$ cat src/rtl/pipe_issuer_pkg.sv
// Instruction encodings and decode helpers for the MAC pipeline issue path.
// Words are one-hot, except MAC, which sets both the ADD and MULT bits.
package pipe_issuer_pkg;

  localparam int NOP      = 0;
  localparam int LD_DATA  = 1;
  localparam int LD_COEFF = 2;
  localparam int ADD      = 3;
  localparam int MULT     = 4;
  localparam int WRITE    = 5;

  localparam logic [7:0] I_NOP      = 8'(1 << NOP);
  localparam logic [7:0] I_LD_DATA  = 8'(1 << LD_DATA);
  localparam logic [7:0] I_LD_COEFF = 8'(1 << LD_COEFF);
  localparam logic [7:0] I_MAC      = 8'(1 << ADD) | 8'(1 << MULT);
  localparam logic [7:0] I_WRITE    = 8'(1 << WRITE);

  typedef enum logic [2:0] {
    K_NOP,
    K_LD,
    K_MAC,
    K_WR,
    K_ILL
  } kind_e;

  function automatic kind_e decode(input logic [7:0] w);
    kind_e k;
    k = K_ILL;
    case (w)
      I_NOP:                 k = K_NOP;
      I_LD_DATA, I_LD_COEFF: k = K_LD;
      I_MAC:                 k = K_MAC;
      I_WRITE:               k = K_WR;
      default:               k = K_ILL;
    endcase
    return k;
  endfunction

  function automatic logic is_legal(input logic [7:0] w);
    return decode(w) != K_ILL;
  endfunction

endpackage

$ cat src/rtl/pipe_issuer_fifo.sv
// Synchronous instruction FIFO; a write is readable at the head one clock later.
// A push while full is refused even if the same edge pops. Pointers wrap modulo DEPTH.
module pipe_inst_fifo #(
  parameter int DEPTH = 4,
  parameter int W     = 8
) (
  input  logic         clk,
  input  logic         resetn,
  input  logic         push,
  input  logic [W-1:0] wdata,
  input  logic         pop,
  output logic [W-1:0] rdata,
  output logic         full,
  output logic         empty
);

  localparam int AW = $clog2(DEPTH);

  logic [W-1:0]  mem [DEPTH];
  logic [AW-1:0] wptr;
  logic [AW-1:0] rptr;
  logic [AW:0]   count;
  logic          do_push;
  logic          do_pop;

  assign full    = (count == (AW+1)'(DEPTH));
  assign empty   = (count == '0);
  assign do_push = push && !full;
  assign do_pop  = pop && !empty;
  assign rdata   = mem[rptr];

  always_ff @(posedge clk) begin
    if (do_push) mem[wptr] <= wdata;
  end

  always_ff @(posedge clk) begin
    if (!resetn) begin
      wptr  <= '0;
      rptr  <= '0;
      count <= '0;
    end else begin
      if (do_push) wptr <= wptr + 1'b1;
      if (do_pop)  rptr <= rptr + 1'b1;
      case ({do_push, do_pop})
        2'b10:   count <= count + 1'b1;
        2'b01:   count <= count - 1'b1;
        default: count <= count;
      endcase
    end
  end

endmodule

$ cat src/rtl/pipe_issuer.sv
// Issues at most one FIFO-buffered instruction per clock, inserting NOP bubbles on
// memory-port, load-to-MAC and MAC-to-WRITE hazards; illegal words are dropped.
module pipe_issuer
  import pipe_issuer_pkg::*;
#(
  parameter int DEPTH   = 4,
  parameter int LD_LAT  = 2,
  parameter int WR_LAT  = 1,
  parameter int MAC_LAT = 3
) (
  input  logic        clk,
  input  logic        resetn,
  input  logic        in_valid,
  output logic        in_ready,
  input  logic [7:0]  in_inst,
  input  logic        hold,
  output logic [7:0]  inst,
  output logic        busy,
  output logic        err,
  output logic [15:0] stall_cnt
);

  localparam int LAT_A   = (LD_LAT > WR_LAT) ? LD_LAT : WR_LAT;
  localparam int LAT_MAX = (LAT_A > MAC_LAT) ? LAT_A : MAC_LAT;
  localparam int CW      = $clog2(LAT_MAX + 1);
  localparam logic [CW-1:0] ONE = CW'(1);

  logic [7:0]    head;
  logic          full;
  logic          empty;
  kind_e         kind;
  logic          evaluate;
  logic          hazard;
  logic          drop;
  logic          issue;
  logic          stall;
  logic          pop;
  logic [CW-1:0] mem_cnt, ld_cnt, mac_cnt;
  logic [CW-1:0] mem_nxt, ld_nxt, mac_nxt;

  function automatic logic [CW-1:0] dec(input logic [CW-1:0] c);
    return (c != '0) ? c - 1'b1 : c;
  endfunction

  pipe_inst_fifo #(
    .DEPTH (DEPTH),
    .W     (8)
  ) u_fifo (
    .clk    (clk),
    .resetn (resetn),
    .push   (in_valid),
    .wdata  (in_inst),
    .pop    (pop),
    .rdata  (head),
    .full   (full),
    .empty  (empty)
  );

  assign in_ready = !full;
  assign busy     = !empty || (mem_cnt != '0) || (ld_cnt != '0) || (mac_cnt != '0);

  // A counter value of 1 means the resource frees up on this very edge, so only >1 blocks.
  always_comb begin
    kind     = decode(head);
    evaluate = !empty && !hold;
    hazard   = 1'b0;
    case (kind)
      K_LD:    hazard = (mem_cnt > ONE);
      K_WR:    hazard = (mem_cnt > ONE) || (mac_cnt > ONE);
      K_MAC:   hazard = (ld_cnt > ONE);
      default: hazard = 1'b0;
    endcase
    drop  = evaluate && (kind == K_ILL);
    issue = evaluate && (kind != K_ILL) && !hazard;
    stall = evaluate && (kind != K_ILL) && hazard;
    pop   = drop || issue;

    mem_nxt = dec(mem_cnt);
    ld_nxt  = dec(ld_cnt);
    mac_nxt = dec(mac_cnt);
    if (issue) begin
      case (kind)
        K_LD: begin
          mem_nxt = CW'(LD_LAT);
          ld_nxt  = CW'(LD_LAT);
        end
        K_WR:    mem_nxt = CW'(WR_LAT);
        K_MAC:   mac_nxt = CW'(MAC_LAT);
        default: ;
      endcase
    end
  end

  always_ff @(posedge clk) begin
    if (!resetn) begin
      mem_cnt   <= '0;
      ld_cnt    <= '0;
      mac_cnt   <= '0;
      inst      <= I_NOP;
      err       <= 1'b0;
      stall_cnt <= '0;
    end else begin
      mem_cnt <= mem_nxt;
      ld_cnt  <= ld_nxt;
      mac_cnt <= mac_nxt;
      inst    <= issue ? head : I_NOP;
      if (drop) err <= 1'b1;
      if (stall && (stall_cnt != 16'hFFFF)) stall_cnt <= stall_cnt + 16'd1;
    end
  end

endmodule

$ cat config.mk
export PLATFORM = sky130hd
export DESIGN_NAME = pipe_issuer
export DESIGN_NICKNAME = d
export VERILOG_FILES = /design/src/rtl/pipe_issuer_pkg.sv /design/src/rtl/pipe_issuer_fifo.sv /design/src/rtl/pipe_issuer.sv
export SDC_FILE = /design/constraint.sdc
export NUM_CORES = 1
export LEC_CHECK = 0
export ABC_AREA = 1
export ABC_CLOCK_PERIOD_IN_PS = 3200
export CORE_ASPECT_RATIO = 0.9
export CORE_MARGIN = 2
export CORE_UTILIZATION = 33
export CTS_CLUSTER_DIAMETER = 120
export CTS_CLUSTER_SIZE = 8
export DETAILED_ROUTE_END_ITERATION = 7
export HOLD_SLACK_MARGIN = 0.15
export SLEW_MARGIN = 15
export SYNTH_ARGS = -nofsm -noshare
export SYNTH_HDL_FRONTEND = slang
export SYNTH_HIERARCHICAL = 1
export SYNTH_SLANG_ARGS = --single-unit
$ cat constraint.sdc
create_clock -name clk -period 3.2 [get_ports clk]
set_clock_uncertainty 0.1 [all_clocks]
set_input_delay 0.8 -clock clk [delete_from_list [all_inputs] [get_ports clk]]
set_output_delay 0.8 -clock clk [all_outputs]
set_load 0.01 [all_outputs]
==> impl_metrics.env <==
export IMPL_result_of_the_run="completed"
export IMPL_dp_hpwl_um=5440
export IMPL_synthToLayoutAreaGrowth_pct=25.9
export IMPL_worstSetupEndpointType="register"
export IMPL_clock_tree_root_cell="clkbuf_16"
export IMPL_initial_cell_density_of_the_core_pct=33.9
export IMPL_critical_path_arrival_ps=3100
export IMPL_cts_max_level=3
export IMPL_maxCapViolations=0
export IMPL_power_leakage_nw=1.67
export IMPL_placementRows=35
export IMPL_grt_first_pass_wirelength_um=13100
export IMPL_cts_buffers_inserted=9
export IMPL_antenna_found_initial=0
export IMPL_timing_critical_path_slowest_stage_cell="dfxtp_1"
export IMPL_antenna_cells_inserted=0
export IMPL_wirelength_um=7700
export IMPL_netlist_top_cell_by_area="edfxtp_1"
export IMPL_vias_per_cell=4.69
export IMPL_grt_setup_unrepaired="false"
export IMPL_timing_fmax_mhz=337
export IMPL_drcViolationCount=0
export IMPL_synth_cells=417
export IMPL_ir_drop_mv=0.235
export IMPL_critPathMaxStageDelay_ps=460
export IMPL_yosys_top_cells_area="edfxtp_1, dfxtp_1, nand2_1"
export IMPL_global_route_usage_total_pct=14.3
export IMPL_grt_start_max_net_pins=21
export IMPL_firstDrtPassIters=4
export IMPL_finalSetupTns_ps=0
export IMPL_die_h_um=101
export IMPL_yosysWarningCount=6
export IMPL_netlist_cell_type_count=34
export IMPL_clock_tree_buffer_depth=2
export IMPL_clkLatencyLatePin_ps=330
export IMPL_cts_sink_cnt=72
export IMPL_share_of_post_route_cells_with_drive_strength_above_1_pct=12.8
export IMPL_critical_path_class="register to register"
export IMPL_fillerInstances=1022
export IMPL_portBuffers=38
export IMPL_routabilityCongestion=0.834
export IMPL_cts_reportedPaths_clkPinSlew_ps=60
export IMPL_routed_via_count=2840
export IMPL_finalMaxSlewViolations=0
export IMPL_syn_area_sq_mm=0.00348
export IMPL_cp_required_ps=3330
export IMPL_detail_route_iter0_violations=138
export IMPL_tritoncts="done"
export IMPL_vias_in_the_first_global_route=2726
export IMPL_final_hold_viol_count=0
export IMPL_finish_net_count=491
export IMPL_timing_hold_ws_ps=388
export IMPL_critPathMaxFanout=6
export IMPL_avgSynthCellArea_sq_um=8.34
export IMPL_global_route_overflow_total=0
export IMPL_worstPathBufferInverterCount=6
export IMPL_cts_post_setup_buffers_inserted=0
export IMPL_finalSetupViolCount=0
export IMPL_synth_sequential_area_ratio_pct=50.6
export IMPL_path_delay_family="simple AND/OR/NAND/NOR gates"
export IMPL_cp_start_kind="register"
export IMPL_die_x_um=112
export IMPL_crit_path_frequent_cell="nand2_1"
export IMPL_fp_coreArea_sq_mm=0.0102
export IMPL_hp_class="register to register"
export IMPL_hold_path_startpoint="mac_cnt[0]"
export IMPL_routed_wire_length_per_instance_um=12.7
export IMPL_ys_ff_latch=72
export IMPL_synth_top_cell_area_share_pct=27.6
export IMPL_route_antenna_remaining_nets=0
export IMPL_design_die_area_sq_mm=0.0114
export IMPL_critical_path_cell_sequence="buf_4 > o21ai_0 > o22ai_1 > inv_1 > nand2_1 > nor2_1 > nand3_1 > nand2_1 > inv_2 > nand2_4 > nor2_2 > nand2_1 > inv_1 > ha_1 > inv_1 > fa_1 > inv_1 > nand2_1 > nand3_1 > nand2_1 > nand2_1 > nor2_1"
export IMPL_cts_hold_repair_buffers=0
export IMPL_power_per_cell_area_mw_per_mm2=609
export IMPL_ioPinCount=39
export IMPL_fin_crit_sh_pct=92.8
export IMPL_post_route_min_period_ps=2970
-- metal layers --
metal / routed length [um] / up-vias / track usage (%)
met1: 3840 / 1311 / 19.2
li1: - / 1482 / -
met5: 0 / - / 0
met2: 3540 / 41 / 22.8
met4: 77 / 0 / 4.41
met3: 236 / 6 / 3.95
-- kinds of logic after synthesis --
kind of cell    share of synthesized area (%)
xor+xnor                                 2.27
simple gates                             27.9
compound gates                           8.78
other cells                             0.108
flops                                    50.6
buf+inv                                  7.59
fa+ha+maj                                2.73
-- cells in the mapped netlist (all sizes together) --
master / n
xnor2: 3
fa: 1
nand2: 90
conb: 1
nor3: 3
or2: 1
o22ai: 8
and3: 1
a21boi: 1
clkbuf: 1
edfxtp: 32
ha: 6
clkinv: 1
o21a: 1
o21ai: 22
inv: 50
nand3: 23
buf: 7
a21oi: 23
nor2: 76
dfxtp: 40
xor2: 6
nand4: 20
-- state kept, by name, summed over array words and instances, names as in the netlist, named ones only --
name and cells:
u_fifo/mem 32, ld_cnt 2, inst 8, stall_cnt 16, u_fifo/rptr 2, mem_cnt 2, mac_cnt 2, u_fifo/count 3
err 1, u_fifo/wptr 2
-- cell usage in the layout, fill, tap and decap left out, drive strengths merged --
master and count:
a21boi 1, clkinv 2, xnor2 3, clkinvlp 1
nor3 3, nand4 20, o21ai 22, fa 1
nand2 90, clkdlybuf4s50 38, nand3 23, xor2 6
a21oi 23, inv 54, dfxtp 40, clkbuf 9
bufinv 1, and3 1, nor2 76, buf 13
o21a 1, o22ai 8, conb 2, ha 6
or2 1, edfxtp 32
-- report_power, final --
group          internal (mW)  switching, mW
clock                  0.619          0.424
combinational          0.205          0.357
sequential              1.02         0.0373
total                   1.85          0.819
-- metrics by stage --
stage	total power, mW	worst slack (ps)	utilization (%)	cell area (sq um)	instances
after floorplan	1.46	470	-	3480	418
after global placement	1.62	289	39.5	4050	590
after detailed placement	1.63	271	39.5	4050	590
after CTS	2.69	249	42.5	4360	606
after global routing	2.82	15.3	42.7	4380	606
final	2.67	231	42.7	4380	606
-- repair_timing --
item,CTS,global route
gates resized for setup,0,4
hold endpoints to repair,0,0
endpoints found under the setup margin,0,1
-- path summary, 6_finish.rpt --
kind	endpoint	slack, ps	cells past startpoint
worst max register to register	u_fifo/count[2]	230	22
worst max-delay path	u_fifo/count[2]	230	22
worst min register to register	mac_cnt[1]	390	2
worst min-delay path	mac_cnt[1]	390	2
-- worst reg2reg max path, stage by stage, from the launching register on --
cell	delay, ps
dfxtp_1	460
buf_4	190
o21ai_0	100
o22ai_1	300
inv_1	80
nand2_1	120
nor2_1	80
nand3_1	80
nand2_1	60
inv_2	60
nand2_4	40
nor2_2	90
nand2_1	80
inv_1	80
ha_1	160
inv_1	70
fa_1	380
inv_1	60
nand2_1	40
nand3_1	90
nand2_1	60
nand2_1	50
nor2_1	40
-- final cells by class --
class,count,area [sq um],area share [%]
sequential,72,1760,40.2
inverter,51,194,4.43
timing repair buffer,51,478,10.9
tap,129,161,3.69
clock inverter,7,83.8,1.91
clock buffer,9,225,5.14
multi-input combinational,287,1480,33.7
No activity file was read; power rests on OpenSTA's default activity.
